`config.mk`:
```
export PLATFORM = sky130hd
export DESIGN_NAME = st_pkt_gen_flat
export DESIGN_NICKNAME = d
export VERILOG_FILES = /design/src/rtl/st_pkt_gen_if.sv /design/src/rtl/st_pkt_gen.sv /design/src/flat_wrapper.sv
export SDC_FILE = /design/constraint.sdc
export NUM_CORES = 1
export LEC_CHECK = 0
export CAP_MARGIN = 40
export CORE_MARGIN = 1
export CORE_UTILIZATION = 59
export CTS_CLUSTER_SIZE = 14
export DETAILED_ROUTE_END_ITERATION = 7
export PLACE_DENSITY = 0.89
export SLEW_MARGIN = 20
export SYNTH_ARGS = -nofsm -noshare
export SYNTH_HDL_FRONTEND = slang
export SYNTH_SLANG_ARGS = --single-unit
```
`constraint.sdc`:
```
create_clock -name sys_clk_i -period 8.1 [get_ports sys_clk_i]
set_clock_uncertainty 0.15 [all_clocks]
set_input_delay 1.215 -clock sys_clk_i [delete_from_list [all_inputs] [get_ports sys_clk_i]]
set_output_delay 1.215 -clock sys_clk_i [all_outputs]
set_load 0.01 [all_outputs]
```
`src/rtl/st_pkt_gen_if.sv`:
```
// Avalon-ST packet stream bundle: 64-bit data with sop/eop/empty framing and valid/ready handshake.
interface st_pkt_gen_if;
  logic [63:0] data;
  logic        sop;
  logic        eop;
  logic [2:0]  empty;
  logic        valid;
  logic        ready;

  modport master (
    output data,
    output sop,
    output eop,
    output empty,
    output valid,
    input  ready
  );

  modport slave (
    input  data,
    input  sop,
    input  eop,
    input  empty,
    input  valid,
    output ready
  );
endinterface

```
`src/rtl/st_pkt_gen.sv`:
```
// Avalon-ST traffic source: emits a programmed run of indexed packets with optional idle gaps,
// honouring ready backpressure. Every output comes straight from a register.
module st_pkt_gen #(
  parameter int BYTES_PER_WORD = 8
) (
  input  logic                sys_clk_i,
  input  logic                reset_n_i,
  input  logic                start_i,
  input  logic [15:0]         pkt_len_i,
  input  logic [15:0]         pkt_count_i,
  input  logic [7:0]          gap_i,
  st_pkt_gen_if.master        out_o,
  output logic                busy_o,
  output logic                done_o,
  output logic [15:0]         pkts_sent_o
);

  localparam int WSHIFT = $clog2(BYTES_PER_WORD);

  typedef enum logic [1:0] {
    S_IDLE,
    S_SEND,
    S_GAP,
    S_DONE
  } state_e;

  state_e      state_q;
  logic [15:0] cnt_q;
  logic [7:0]  gap_q;
  logic [7:0]  gap_cnt_q;
  logic [12:0] last_word_q;
  logic [2:0]  empty_last_q;
  logic [15:0] pkt_idx_q;
  logic [12:0] word_idx_q;
  logic [15:0] pkts_sent_q;

  logic        valid_q;
  logic        sop_q;
  logic        eop_q;
  logic [2:0]  empty_q;
  logic [63:0] data_q;
  logic        busy_q;
  logic        done_q;

  // Length is taken as max(len,1); working from len-1 gives the last word index and
  // the eop empty count directly, without a 17-bit round-up.
  logic [15:0] len_m1_d;
  logic [12:0] last_word_d;
  logic [2:0]  empty_last_d;
  logic [12:0] word_nxt_d;
  logic [15:0] pkt_nxt_d;
  logic        last_pkt_d;

  assign len_m1_d     = (pkt_len_i == 16'd0) ? 16'd0 : pkt_len_i - 16'd1;
  assign last_word_d  = 13'(len_m1_d >> WSHIFT);
  assign empty_last_d = 3'(BYTES_PER_WORD - 1) - len_m1_d[2:0];
  assign word_nxt_d   = word_idx_q + 13'd1;
  assign pkt_nxt_d    = pkt_idx_q + 16'd1;
  assign last_pkt_d   = (pkt_idx_q == cnt_q - 16'd1);

  function automatic logic [63:0] mk_data(input logic [15:0] p, input logic [12:0] k);
    return {16'h0, p, 16'h0, 3'b000, k};
  endfunction

  always_ff @(posedge sys_clk_i or negedge reset_n_i) begin
    if (!reset_n_i) begin
      state_q      <= S_IDLE;
      cnt_q        <= '0;
      gap_q        <= '0;
      gap_cnt_q    <= '0;
      last_word_q  <= '0;
      empty_last_q <= '0;
      pkt_idx_q    <= '0;
      word_idx_q   <= '0;
      pkts_sent_q  <= '0;
      valid_q      <= 1'b0;
      sop_q        <= 1'b0;
      eop_q        <= 1'b0;
      empty_q      <= '0;
      data_q       <= '0;
      busy_q       <= 1'b0;
      done_q       <= 1'b0;
    end else begin
      done_q <= 1'b0;
      case (state_q)
        S_IDLE: begin
          if (start_i) begin
            cnt_q        <= pkt_count_i;
            gap_q        <= gap_i;
            last_word_q  <= last_word_d;
            empty_last_q <= empty_last_d;
            pkts_sent_q  <= '0;
            pkt_idx_q    <= '0;
            word_idx_q   <= '0;
            if (pkt_count_i != 16'd0) begin
              state_q <= S_SEND;
              busy_q  <= 1'b1;
              valid_q <= 1'b1;
              sop_q   <= 1'b1;
              eop_q   <= (last_word_d == 13'd0);
              empty_q <= (last_word_d == 13'd0) ? empty_last_d : 3'd0;
              data_q  <= mk_data(16'd0, 13'd0);
            end else begin
              state_q <= S_DONE;
              done_q  <= 1'b1;
            end
          end
        end

        S_SEND: begin
          if (out_o.ready) begin
            if (eop_q) begin
              pkts_sent_q <= pkts_sent_q + 16'd1;
              if (last_pkt_d) begin
                state_q <= S_DONE;
                done_q  <= 1'b1;
                busy_q  <= 1'b0;
                valid_q <= 1'b0;
                sop_q   <= 1'b0;
                eop_q   <= 1'b0;
                empty_q <= '0;
                data_q  <= '0;
              end else begin
                pkt_idx_q  <= pkt_nxt_d;
                word_idx_q <= '0;
                if (gap_q == 8'd0) begin
                  // Back-to-back: next packet's sop follows the eop directly.
                  sop_q   <= 1'b1;
                  eop_q   <= (last_word_q == 13'd0);
                  empty_q <= (last_word_q == 13'd0) ? empty_last_q : 3'd0;
                  data_q  <= mk_data(pkt_nxt_d, 13'd0);
                end else begin
                  state_q   <= S_GAP;
                  gap_cnt_q <= gap_q;
                  valid_q   <= 1'b0;
                  sop_q     <= 1'b0;
                  eop_q     <= 1'b0;
                  empty_q   <= '0;
                  data_q    <= '0;
                end
              end
            end else begin
              word_idx_q <= word_nxt_d;
              sop_q      <= 1'b0;
              eop_q      <= (word_nxt_d == last_word_q);
              empty_q    <= (word_nxt_d == last_word_q) ? empty_last_q : 3'd0;
              data_q     <= mk_data(pkt_idx_q, word_nxt_d);
            end
          end
        end

        S_GAP: begin
          // The sop word is loaded on the last idle cycle so it is valid right after the gap.
          if (gap_cnt_q == 8'd1) begin
            state_q <= S_SEND;
            valid_q <= 1'b1;
            sop_q   <= 1'b1;
            eop_q   <= (last_word_q == 13'd0);
            empty_q <= (last_word_q == 13'd0) ? empty_last_q : 3'd0;
            data_q  <= mk_data(pkt_idx_q, 13'd0);
          end else begin
            gap_cnt_q <= gap_cnt_q - 8'd1;
          end
        end

        S_DONE: begin
          state_q <= S_IDLE;
        end

        default: begin
          state_q <= S_IDLE;
        end
      endcase
    end
  end

  assign out_o.valid = valid_q;
  assign out_o.data  = data_q;
  assign out_o.sop   = sop_q;
  assign out_o.eop   = eop_q;
  assign out_o.empty = empty_q;
  assign busy_o      = busy_q;
  assign done_o      = done_q;
  assign pkts_sent_o = pkts_sent_q;

endmodule

```
`src/flat_wrapper.sv`:
```
// flat-port wrapper written by rule: the top's interface ports become plain ports
module st_pkt_gen_flat 
#(
  parameter int BYTES_PER_WORD = 8
)
  (sys_clk_i, reset_n_i, start_i, pkt_len_i, pkt_count_i, gap_i, busy_o, done_o, pkts_sent_o, out_o_data, out_o_sop, out_o_eop, out_o_empty, out_o_valid, out_o_ready);
  st_pkt_gen_if out_o_i ();
  input  logic sys_clk_i;
  input  logic reset_n_i;
  input  logic start_i;
  input  logic [15:0] pkt_len_i;
  input  logic [15:0] pkt_count_i;
  input  logic [7:0] gap_i;
  output logic busy_o;
  output logic done_o;
  output logic [15:0] pkts_sent_o;
  output wire logic [$bits(out_o_i.data)-1:0] out_o_data;
  output wire logic [$bits(out_o_i.sop)-1:0] out_o_sop;
  output wire logic [$bits(out_o_i.eop)-1:0] out_o_eop;
  output wire logic [$bits(out_o_i.empty)-1:0] out_o_empty;
  output wire logic [$bits(out_o_i.valid)-1:0] out_o_valid;
  input wire logic [$bits(out_o_i.ready)-1:0] out_o_ready;
  assign out_o_data = out_o_i.data;
  assign out_o_sop = out_o_i.sop;
  assign out_o_eop = out_o_i.eop;
  assign out_o_empty = out_o_i.empty;
  assign out_o_valid = out_o_i.valid;
  assign out_o_i.ready = out_o_ready;
  st_pkt_gen #(.BYTES_PER_WORD(BYTES_PER_WORD)) u_core (.sys_clk_i(sys_clk_i), .reset_n_i(reset_n_i), .start_i(start_i), .pkt_len_i(pkt_len_i), .pkt_count_i(pkt_count_i), .gap_i(gap_i), .out_o(out_o_i), .busy_o(busy_o), .done_o(done_o), .pkts_sent_o(pkts_sent_o));
endmodule
```
## Word level (Yosys, flattened, before mapping)

Index checks and enable logic that the tools add are counted.

| cells by class | value |
|---|---|
| add/subtract/negate cells | 7 |
| equal/unequal tests | 17 |
| muxes and demuxes | 78 |
| reduce and logical (&&, ||, !) cells | 18 |

Operators by type and width:

| kind | count |
|---|---|
| 64-bit two-way mux | 6 |
| 64-bit case mux with 3 select lines | 1 |
| 16-bit two-way mux | 7 |
| 16-bit case mux with 2 select lines | 2 |
| 13-bit two-way mux | 4 |
| 48-bit two-way mux | 1 |
| 8-bit two-way mux | 5 |
| 16-bit by 1-bit adder with 16-bit output, second input constant | 2 |
| 16-bit by 1-bit subtractor with 16-bit output, second input constant | 2 |
| 3-bit two-way mux | 10 |
| 13-bit zero test | 2 |
| 1-bit two-way mux | 26 |
| 13-bit case mux with 2 select lines | 1 |
| 16-bit equality test | 1 |
| 16-bit zero test | 1 |
| 8-bit case mux with 2 select lines | 1 |
| 16-bit nonzero test | 1 |
| 5-bit AND reduction | 3 |
| 2-bit two-way mux | 7 |
| 13-bit by 1-bit adder with 13-bit output, second input constant | 1 |
| 13-bit equality test | 1 |
| 6-bit AND reduction | 2 |
| 2-bit != test, second input constant | 5 |
| 1-bit case mux with 3 select lines | 3 |
| 18 further kinds | 25 |

| storage, ports and cells | value |
|---|---|
| bits in registers | 167 |
| bits of input ports | 44 |
| output and inout port bits | 88 |
| logic and storage cells | 136 |

## Logic depth before layout (Yosys ltp)

| logic depth | value |
|---|---|
| word-level depth | 7 |
| depth in mapped cells | 13 |
| mapped depth without buffers | 10 |

## Least setup slack after synthesis

No wires, ideal clock.

| timing | value |
|---|---|
| path type | input port to flip-flop |
| from | in pkt_len_i[0] |
| to | reg u_core.empty_q[1] (netlist: u_core.out_o.empty[1]) |
| library setup time | 0.084 ns |
| arrival time | 3.222 ns |
| data required time | 7.866 ns |
| setup slack | 4.645 ns |
| cell stages on the path | 10 |
| buffers on the path | 0 |
| cell sequence | inv_1 ha_1 or4b_2 nor4_1 xnor2_1 nand2_1 nor4_1 and3_1 a21oi_1 o21ai_0 |

| between the ends | value |
|---|---|
| word-level cells in the longest chain between the ends | 7 |
| elaborated cells between the ends (all ways) | 9 |
| classes of those cells | add/sub (2); mux (5); reduce/logical (2) |

RTL lines:

| what | RTL line | text |
|---|---|---|
| start: declaration | flat_wrapper.sv:11 | `input logic [15:0] pkt_len_i;` |
| 16-bit by 1-bit subtractor with 16-bit output or 16-bit zero test (tied branches) | st_pkt_gen.sv:54 | `assign len_m1_d = (pkt_len_i == 16'd0) ? 16'd0 : pkt_len_i - 16'd1;` |
| 16-bit two-way mux * | st_pkt_gen.sv:54 |  |
| 3-bit subtractor or 13-bit zero test (tied branches) | st_pkt_gen.sv:56, st_pkt_gen.sv:101 |  |
| 3-bit two-way mux * | st_pkt_gen.sv:101 | `empty_q <= (last_word_d == 13'd0) ? empty_last_d : 3'd0;` |
| 3-bit two-way mux * | st_pkt_gen.sv:95 | `if (pkt_count_i != 16'd0) begin` |
| 3-bit two-way mux * | st_pkt_gen.sv:87 | `if (start_i) begin` |
| 3-bit case mux with 3 select lines * | st_pkt_gen.sv:85 | `case (state_q)` |
| end signal: assignment | st_pkt_gen.sv:101 |  |
| end signal: assignment | st_pkt_gen.sv:130 | `empty_q <= (last_word_q == 13'd0) ? empty_last_q : 3'd0;` |
| end signal: assignment | st_pkt_gen.sv:146 | `empty_q <= (word_nxt_d == last_word_q) ? empty_last_q : 3'd0;` |
| end: declaration | st_pkt_gen.sv:40 | `logic [2:0] empty_q;` |

Every way passes the cells marked *; elsewhere a longest branch is shown, timed or not. The select of a mux whose other input is x is not followed.
A chain may end at the register's enable or synchronous reset.

## Worst setup path after layout

| timing | value |
|---|---|
| from | reg u_core.cnt_q[0] |
| to | reg u_core.empty_q[0] (netlist: u_core.out_o.empty[0]) |

| between the ends | value |
|---|---|
| word-level cells in the longest chain between the ends | 6 |

RTL lines:

| what | RTL line | text |
|---|---|---|
| start: declaration | st_pkt_gen.sv:28 | `logic [15:0] cnt_q;` |
| start signal: assignment | st_pkt_gen.sv:88 | `cnt_q <= pkt_count_i;` |
| 16-bit by 1-bit subtractor with 16-bit output | st_pkt_gen.sv:59 | `assign last_pkt_d = (pkt_idx_q == cnt_q - 16'd1);` |
| 16-bit equality test | st_pkt_gen.sv:59 |  |
| 3-bit two-way mux | st_pkt_gen.sv:114 | `if (last_pkt_d) begin` |
| 3-bit two-way mux | st_pkt_gen.sv:112 | `if (eop_q) begin` |
| 3-bit two-way mux | st_pkt_gen.sv:111 | `if (out_o.ready) begin` |
| 3-bit case mux with 3 select lines | st_pkt_gen.sv:85 |  |

No other way between the ends. The select of a mux whose other input is x is not followed.

==> results.yml <==
worst_setup_path:
  r2r-start: "u_core.cnt_q[0]"
  reg2regPathDepth: 10
  start_kind: "register"
  worst-r2r-setup-slack_ns: 4.03
  worst_setup_path_end_kind: "register"
  arrival_ns: 4.20
  cp.required_ns: 8.23
  criticalPathCategory: "reg2reg"
  timing.rr.end: "u_core.out_o.empty[0]"
  cp_max_fo: 20
synthesis:
  synth.most_common_cell: "dfrtp_1"
  ys_seq_elements: 132
  yosysWarnings: 0
  async_reset_ff_share_pct: 100
  yosys.cell_types.count: 74
  dominantRegCellSynth: "dfrtp_1"
  seq_area_frac_synth_pct: 40.2
  synth_edf_count: 0
  yosysTopAreaCell: "dfrtp_1"
  syn-cell-area_sq_um: 8220
  syn-mean-instance-area_sq_um: 8.87
  ys_top_cells_by_count: "132 x dfrtp_1, 86 x nand2_1, 78 x o21ai_0"
  yosysTopAreaCellShare_pct: 40.2
  syn_inst: 926
  synth_area_leaders: "dfrtp_1 40%, o21ai_0 4.8%, nand2_1 3.9%, xnor2_1 3.6%, buf_4 3.4%"
drt:
  drtIter0Drc: 630
  viasPerCell: 6.33
  finalWirelength_um: 21300
  route.detailed.drc: 0
  dr.pass1.iters: 5
  wl_per_cell_um: 17.9
  vias: 7519
  ant_nets: 0
sta:
  drv_slew: 0
  maxSlewHeadroom_pct: 42.1
  finalHoldViolCount: 0
  period_share_pct: 50.2
  hold_ws_ns: 0.322
  clock.fmax_mhz: 246
  finalSetupTns_ns: 0
  period_needed_ns: 4.07
  rsz0062_at_grt: "no"
  worst_slew_pin_slew_ns: 0.860
  setup_violations: 0
clocking:
  clk_latency_ns: 0.42
  ctsResizeCount: 0
  clock_path_buffers: 2
  ctsHoldBuffers: 0
  cts_buffers: 17
  cts.sinks: 132
  cts_tree: "yes"
  path_clk_slew_ns: 0.06
  post-cts-setup-buffer-count: 0
  cts_root_buf: "clkbuf_16"
  htreeDepth: 4
placed_design:
  io_buffer_count: 96
  globalplace.congestion: 0.932
  place_hpwl_um: 14800
  dp_cells: 1157
global_routing:
  grt_max_degree: 51
  grt_util_met2_pct: 46.9
  antenna_found_initial: 0
  grt_pass1_wl_um: 35000
  gr-max-usage-layer: "met2"
  grtUsageTotal_pct: 30.8
  gr-total-overflow: 0
  met1_usage_pct: 43.3
  gr-usage-met3_pct: 5.61
  first_global_vias: 6962
power:
  clock_power_share_pct: 23.2
  combPwrFrac_pct: 42.7
  ir_drop_uv: 215
  net-switching-power_mw: 1.31
  finalPower_mw: 3.11
  power_density_nw_per_um2: 320
  switching_share_pct: 42.0
  sequentialPowerShare_pct: 34.2
  leakage_nw: 4.06
  internal-power_mw: 1.80
layout:
  fin_nets: 1057
  fillers: 1001
  area_delta_synth_final_pct: 18.3
  fin_cells: 1188
  diodes: 0
  layout-drive-gt1-share_pct: 7.02
min_path:
  hold_depth: 2
  min_path_type: "reg2reg"
  hold_path_startpoint: "u_core.out_o.data[12]"
  holdPathEnd: "u_core.out_o.data[12]"
floorplanning:
  die_area_sq_um: 14400
  fp.dieH_um: 120
  core-area_sq_um: 13400
  rows: 42
  pin_count: 132
  start_util_pct: 61.3
  die_w_um: 120
flow_run:
  maxCapViolCount: 0
run_status:
  outcome: "complete, no violations"
-- kinds of logic (layout without fill, tap and decap cells) --
family / Yosys count / in the layout / share of synthesized area, %
AND/OR/NAND/NOR: 331 / 331 / 20.9
AO/OA/AOI/OAI: 246 / 246 / 20.2
flip-flops: 132 / 132 / 40.2
buffers and inverters: 123 / 175 / 7.48
XOR/XNOR: 57 / 57 / 6.08
multiplexers: 24 / 24 / 3.20
adder cells (fa/ha/maj): 12 / 12 / 1.83
other: 1 / 35 / 0.0456
-- state kept, by name (all words and copies together) (netlist names) --
signal	count
u_core.out_o.sop	1
u_core.out_o.data	29
u_core.pkts_sent_o	16
u_core.busy_o	1
u_core.cnt_q	16
u_core.word_idx_q	13
u_core.last_word_q	13
u_core.out_o.valid	1
u_core.gap_cnt_q	8
u_core.gap_q	8
u_core.out_o.empty	3
u_core.empty_last_q	3
u_core.state_q	2
u_core.out_o.eop	1
u_core.done_o	1
u_core.pkt_idx_q	16
-- metal layers --
layer  routed length, um  vias up
li1                    -     3462
met1                9280     3596
met2                9680      415
met3                1810       46
met4                 495        0
met5                   0        -
-- cells in the final DEF, fill, tap and decap left out, drive strengths merged, types with 6 or more instances in the layout --
cell	n
xnor2	34
nor3	24
nor2b	10
or3	17
o31ai	23
mux2	18
o211ai	9
a211o	14
nor4	21
o22ai	8
clkdlybuf4s50	95
nand2	86
clkbuf	28
mux2i	6
nand4	16
nor3b	14
and2	18
nand2b	7
or4	6
xor2	23
o21ai	84
a41oi	12
dfrtp	132
ha	12
a31oi	20
conb	35
nand3	24
and3	18
nor2	56
inv	35
buf	14
a21oi	26
-- power groups by stage --
stage / clock [mW] / combinational, mW / sequential, mW
global placement: 0 / 1.23 / 1.05
floorplan: 0 / 0.956 / 0.988
global route: 0.754 / 1.46 / 1.08
CTS: 0.724 / 1.31 / 1.05
finish: 0.720 / 1.33 / 1.06
detailed placement: 0 / 1.28 / 1.06
-- through the flow --
stage / util [%] / worst slack, ns / cell area (sq um)
after floorplan: - / 4.64 / 8340
after global placement: 68.0 / 3.89 / 9120
after detailed placement: 68.4 / 3.89 / 9170
after CTS: 72.5 / 4.11 / 9710
after global routing: 72.5 / 3.89 / 9720
final: 72.5 / 4.03 / 9720
-- cell type report --
class | instances | area, sq um | share of cell area [%]
Inverter | 35 | 131 | 1.35
Clock buffer | 27 | 503 | 5.18
Tap cell | 176 | 220 | 2.27
Multi-Input combinational cell | 705 | 4440 | 45.7
Clock inverter | 3 | 45.0 | 0.463
Sequential cell | 132 | 3300 | 34.0
Timing Repair Buffer | 110 | 1080 | 11.1
-- worst max-delay path: stages (launching register included) --
cell	delay [ns]
dfrtp_1	0.41
inv_1	0.11
ha_1	0.23
nor4b_1	0.48
and2_1	0.30
a41oi_1	0.12
a211oi_1	0.25
nand4_1	0.47
or2_1	0.69
a41oi_1	0.54
o21ai_0	0.17
-- worst max-delay path by stage --
stage / startpoint / end / slack (ns) / cells past startpoint
after global placement: pkt_len_i[6] / u_core.out_o.empty[2] / 3.89 / 8
final: u_core.cnt_q[0] / u_core.out_o.empty[0] / 4.03 / 10
after floorplan: pkt_len_i[0] / u_core.out_o.empty[1] / 4.64 / 10
after global routing: u_core.cnt_q[0] / u_core.out_o.eop / 3.89 / 10
after CTS: u_core.cnt_q[0] / u_core.out_o.empty[0] / 4.11 / 10
after detailed placement: pkt_len_i[0] / u_core.out_o.empty[2] / 3.89 / 11
Power figures use the tool's default switching activity.
==> edit 1 (same flow settings) <==
`BYTES_PER_WORD` is set to 8 in 2 places; all go to 16.
--- a/src/rtl/st_pkt_gen.sv
+++ b/src/rtl/st_pkt_gen.sv
@@ -3,3 +3,3 @@
 module st_pkt_gen #(
-  parameter int BYTES_PER_WORD = 8
+  parameter int BYTES_PER_WORD = 16
 ) (
--- a/src/flat_wrapper.sv
+++ b/src/flat_wrapper.sv
@@ -3,3 +3,3 @@
 #(
-  parameter int BYTES_PER_WORD = 8
+  parameter int BYTES_PER_WORD = 16
 )
Formal check against the unedited RTL: not equivalent (a bounded check fails within 4 cycles, from zero or initial values and one cycle with reset_n_i low).
==> edit 1 against the original RTL <==
Maximum frequency fell by 0.54%. Via count shrank 6.0%. Sequential cell count down 1. Design area shrank 2.2%. Total power decreased by 7.8%. Highest routed layer unchanged. Area after synthesis decreased by 2.3%. Core utilization shrank 0.75 points. Wire length down 2.4%. Sequential power fell by 4%. Worst setup slack got worse by 0.022 ns.
==> edit 1: results (changes against the original RTL) <==
[grt]
grt_pass1_wl_mm=34.1  ; -2.6%
grt_usage_pct=30.6  ; -0.25 points
grt_max_degree=51  ; unchanged
grt_pass1_vias=6781  ; -2.6%

[setup_path]
slowest_stage=nor4_4
cp_max_fo=16  ; -20%
rrSetupSlack_ns=4.01  ; -0.02 ns
endpoint=u_core.gap_cnt_q[7]
critPathKind=flop to flop
r2r_cells=11  ; +1

[clock_tree]
cts_setup_buffers=0  ; unchanged
path_clk_slew_ns=0.05
clock_latency_ns=0.42  ; about the same
cts_buffers=17  ; unchanged

[finish]
num_antenna_cells=0  ; unchanged
drive_above_1_share_pct=7.85  ; +0.83 points
largest_register_ff_count=29  ; unchanged
nets=1026  ; -2.9%

[placement]
place_ws_ns=3.73  ; -0.161 ns
dp_hpwl_mm=14.7  ; -0.90%
gp_congestion=0.953  ; +2.3%

[hold_path]
hold_class=flop to flop

[yosys]
ys_types=72  ; -2.7%
synth_area_leaders=dfrtp_1 41%, nand2_1 4.5%, o21ai_0 4.5%
ys_top_cells_by_count=131 x dfrtp_1, 97 x nand2_1, 72 x o21ai_0
ys_async_sr_fraction_pct=100  ; unchanged
yosysSeqAreaShare_pct=40.8  ; +0.64 points

[route]
dr.first_iter.drc_count=649  ; +3.0%
vias=7067  ; -6.0%
first_pass_iters=7  ; +2
finalWirelength_mm=20.7  ; -2.4%

[sta]
fmax_ghz=0.244  ; -0.54%
max_slew.worst_pin.slew_ns=0.810  ; -0.0507 ns

[run_status]
status=finished, final reports clean

[power]
ir_drop_mv=0.175  ; -19%
power_leakage_nw=3.97  ; -2.3%

[edit 1: changes by cell type in the layout (fill, tap and decap cells not counted), moves of 11 or more]
| cell | change |
|---|---|
| a31oi_1 | -19 |
| nor3b_1 | -13 |
| nor2_1 | +11 |
| o21a_1 | +11 |
| nand2_1 | +11 |
| a211o_1 | -14 |
| and2_1 | -14 |
| o31ai_1 | +11 |
[edit 1: per-stage QoR]
stage | cells | power, mW | cell area [um2]
after floorplan | 929 | 1.78 | 8150
after global placement | 1124 | 2.06 | 8900
final | 1157 | 2.87 | 9510
after CTS | 1154 | 2.83 | 9480
after detailed placement | 1125 | 2.10 | 8930
after global routing | 1157 | 3.03 | 9510
[edit 1: worst register-to-register path, delay by kind of cell (launching register included)]
family / cells / cell delay [ns]
and+or+nand+nor: 3 / 1.46
AOI/OAI and AO/OA: 4 / 1.12
DFF: 1 / 0.43
buffers and inverters: 2 / 0.43
adders and majority gates: 1 / 0.28
xor gates and xnor gates: 1 / 0.11
[edit 1: how the worst min path moves through the flow]
stage | from | end | slack [ns] | cells after the start
CTS | u_core.empty_last_q[0] | u_core.out_o.empty[0] | 0.32 | 1
global route | u_core.empty_last_q[2] | u_core.out_o.empty[2] | 0.34 | 1
detailed placement | u_core.empty_last_q[0] | u_core.out_o.empty[0] | 0.31 | 1
finish | u_core.empty_last_q[0] | u_core.out_o.empty[0] | 0.32 | 1
floorplan | u_core.empty_last_q[0] | u_core.out_o.empty[0] | 0.30 | 1
global placement | u_core.empty_last_q[2] | u_core.out_o.empty[2] | 0.31 | 1
[edit 1: kinds of logic (layout without fill, tap and decap cells)]
logic type	after synthesis	count (layout)	share of synthesized area [%]
other	1	35	0.0467
buffers and inverters	120	172	7.61
muxes	30	30	4.19
DFF	131	131	40.8
adders and majority gates	11	11	1.71
AOI/OAI and AO/OA	215	215	18.2
xor gates and xnor gates	61	61	6.66
and+or+nand+nor	326	326	20.8
[edit 1: report_power, final]
part           leakage, nW  internal [mW]  switching [mW]
Clock                0.261          0.448           0.268
Sequential            1.71          0.812           0.210
Combinational         2.00          0.444           0.686
[edit 1: layer usage]
layer	share of wire, %	GRT usage (%)	up-vias
met5	0	0	-
met1	40	37.7	3365
met4	3.7	15.7	0
met3	6.5	6.76	63
li1	-	-	3303
met2	50	50.3	336
[edit 1: cell type report]
cell class                      instances  area [um2]
Clock buffer                           25         495
Clock inverter                          4        50.0
Fill cell                             992        3740
Inverter                               38         143
Multi-Input combinational cell        678        4270
Sequential cell                       131        3280
Tap cell                              176         220
Timing Repair Buffer                  105        1050
==> edit 2 (same flow settings) <==
Without the edit above. Reset style: synchronous (`reset_n_i`), changed in one clocked block.
--- a/src/rtl/st_pkt_gen.sv
+++ b/src/rtl/st_pkt_gen.sv
@@ -64,3 +64,3 @@
 
-  always_ff @(posedge sys_clk_i or negedge reset_n_i) begin
+  always_ff @(posedge sys_clk_i) begin
     if (!reset_n_i) begin
Function: differs if reset_n_i is asserted again (counterexample within 4 cycles, from zero or initial values and one cycle with reset_n_i low); with reset_n_i held inactive, the same outputs for 4 cycles.
==> edit 2 against the original RTL <==
Wire length rose by 7.6%. Worst setup slack worse by 0.17 ns. Die area fell by 0.12%. Worst hold slack worse by 0.0056 ns. Sequential cell count is the same. Total power down 23%. Design area shrank 0.41%. Sequential power is 27% lower. Area after synthesis is 0.12% lower. Critical path type is now input pin to flop. Critical endpoint is now u_core.out_o.data[34]. Highest routed layer unchanged.
==> edit 2: results (changes against the original RTL) <==
[hold_path]
hp-start=u_core.busy_o

[power]
power_leakage_nw=3.45  ; -15%
ir_drop_mv=0.177  ; -18%

[yosys]
ys_async_sr_fraction_pct=0  ; -100 points
yosys.area_share.xor_xnor_pct=7.01  ; +0.94 points
synth-compound-area-share_pct=21.9  ; +1.7 points
synth_area_leaders=dfxtp_1 32%, nand2_1 6.6%, nor2_1 4.6%
muxShareOfSynthArea_pct=1.49  ; -1.7 points
synth-adder-area-share_pct=1.68  ; -0.15 points
synthCells=1083  ; +17%
yosysSeqAreaShare_pct=32.2  ; -8.0 points
synthFlopType=dfxtp_1
ys_top_cells_by_count=145 x nand2_1, 132 x dfxtp_1, 100 x nor2_1

[placement]
place_ws_ns=3.69  ; -0.197 ns
gp_congestion=0.933  ; about the same
dp.cells=1292  ; +12%
dp_hpwl_mm=15.8  ; +6.5%

[grt]
grt_pass1_vias=7559  ; +8.6%
grt_usage_pct=31.6  ; +0.81 points
grt_pass1_wl_mm=36.7  ; +4.9%
grt_max_degree=79  ; +55%

[setup_path]
worstPathArrival_ns=4.45  ; +0.25 ns
cp_max_fo=14  ; -30%
cpPeakStageDelay_ns=0.65  ; -0.04 ns
r2r-start=u_core.state_q[0]
slowest_stage=a2bb2oi_1
cp_top_family=compound AO/OA/AOI/OAI gates

[route]
dr.first_iter.drc_count=1053  ; +67%
first_pass_iters=6  ; +1
finalWirelength_mm=22.9  ; +7.6%
wl_per_cell_um=17.3  ; -3.5%
vias=8416  ; +12%

[finish]
drive_above_1_share_pct=5.75  ; -1.3 points
nets=1190  ; +13%

[sta]
max_slew.worst_pin.slew_ns=0.900  ; +0.0393 ns

[run_status]
status=finished, final reports clean

==> edit 2: worst paths after layout <==
check / endpoint / slack [ns] / cells past startpoint
max: u_core.out_o.data[34] / 3.86 / 9
min: u_core.busy_o / 0.32 / 2
max reg2reg: u_core.out_o.data[34] / 4.23 / 11
min reg2reg: u_core.busy_o / 0.32 / 2
==> edit 2: layout make-up <==
| cell class | instances | area, um2 |
|---|---|---|
| timing repair buffer | 113 | 1080 |
| clock inverter | 13 | 198 |
| inverter | 33 | 124 |
| sequential | 132 | 2640 |
| tap | 176 | 220 |
| multi-input combinational | 838 | 4970 |
| clock buffer | 19 | 443 |
| fill | 1045 | 3720 |
==> edit 2: worst min-delay path: stages, from the launching register on <==
cell and delay [ns]:
dfxtp_1 0.31, o31ai_1 0.06, a21oi_1 0.06
==> edit 2: per-stage QoR <==
| step | total power [mW] | cell area (um2) |
|---|---|---|
| floorplan | 1.31 | 8330 |
| global placement | 1.51 | 9000 |
| detailed placement | 1.53 | 9040 |
| CTS | 2.37 | 9680 |
| global route | 2.49 | 9680 |
| finish | 2.39 | 9680 |
==> edit 2: routing by layer <==
layer | vias up | wire length, um | share of wire, % | global-route usage, %
li1 | 3949 | - | - | -
met1 | 3875 | 9570 | 42 | 41.2
met2 | 516 | 10500 | 46 | 50.0
met3 | 76 | 2230 | 9.7 | 7.37
met4 | 0 | 607 | 2.7 | 13.0
met5 | - | 0 | 0 | 0
==> edit 2: logic make-up after synthesis <==
kind of cell	Yosys count
flip-flops	132
XOR/XNOR	64
buffers and inverters	147
adder cells (fa/ha/maj)	11
AO/OA/AOI/OAI	272
other	1
multiplexers	12
AND/OR/NAND/NOR	444
==> edit 2: report_power, final <==
part / internal [mW] / switching, mW
clock: 0.529 / 0.311
sequential: 0.704 / 0.0707
combinational: 0.274 / 0.501
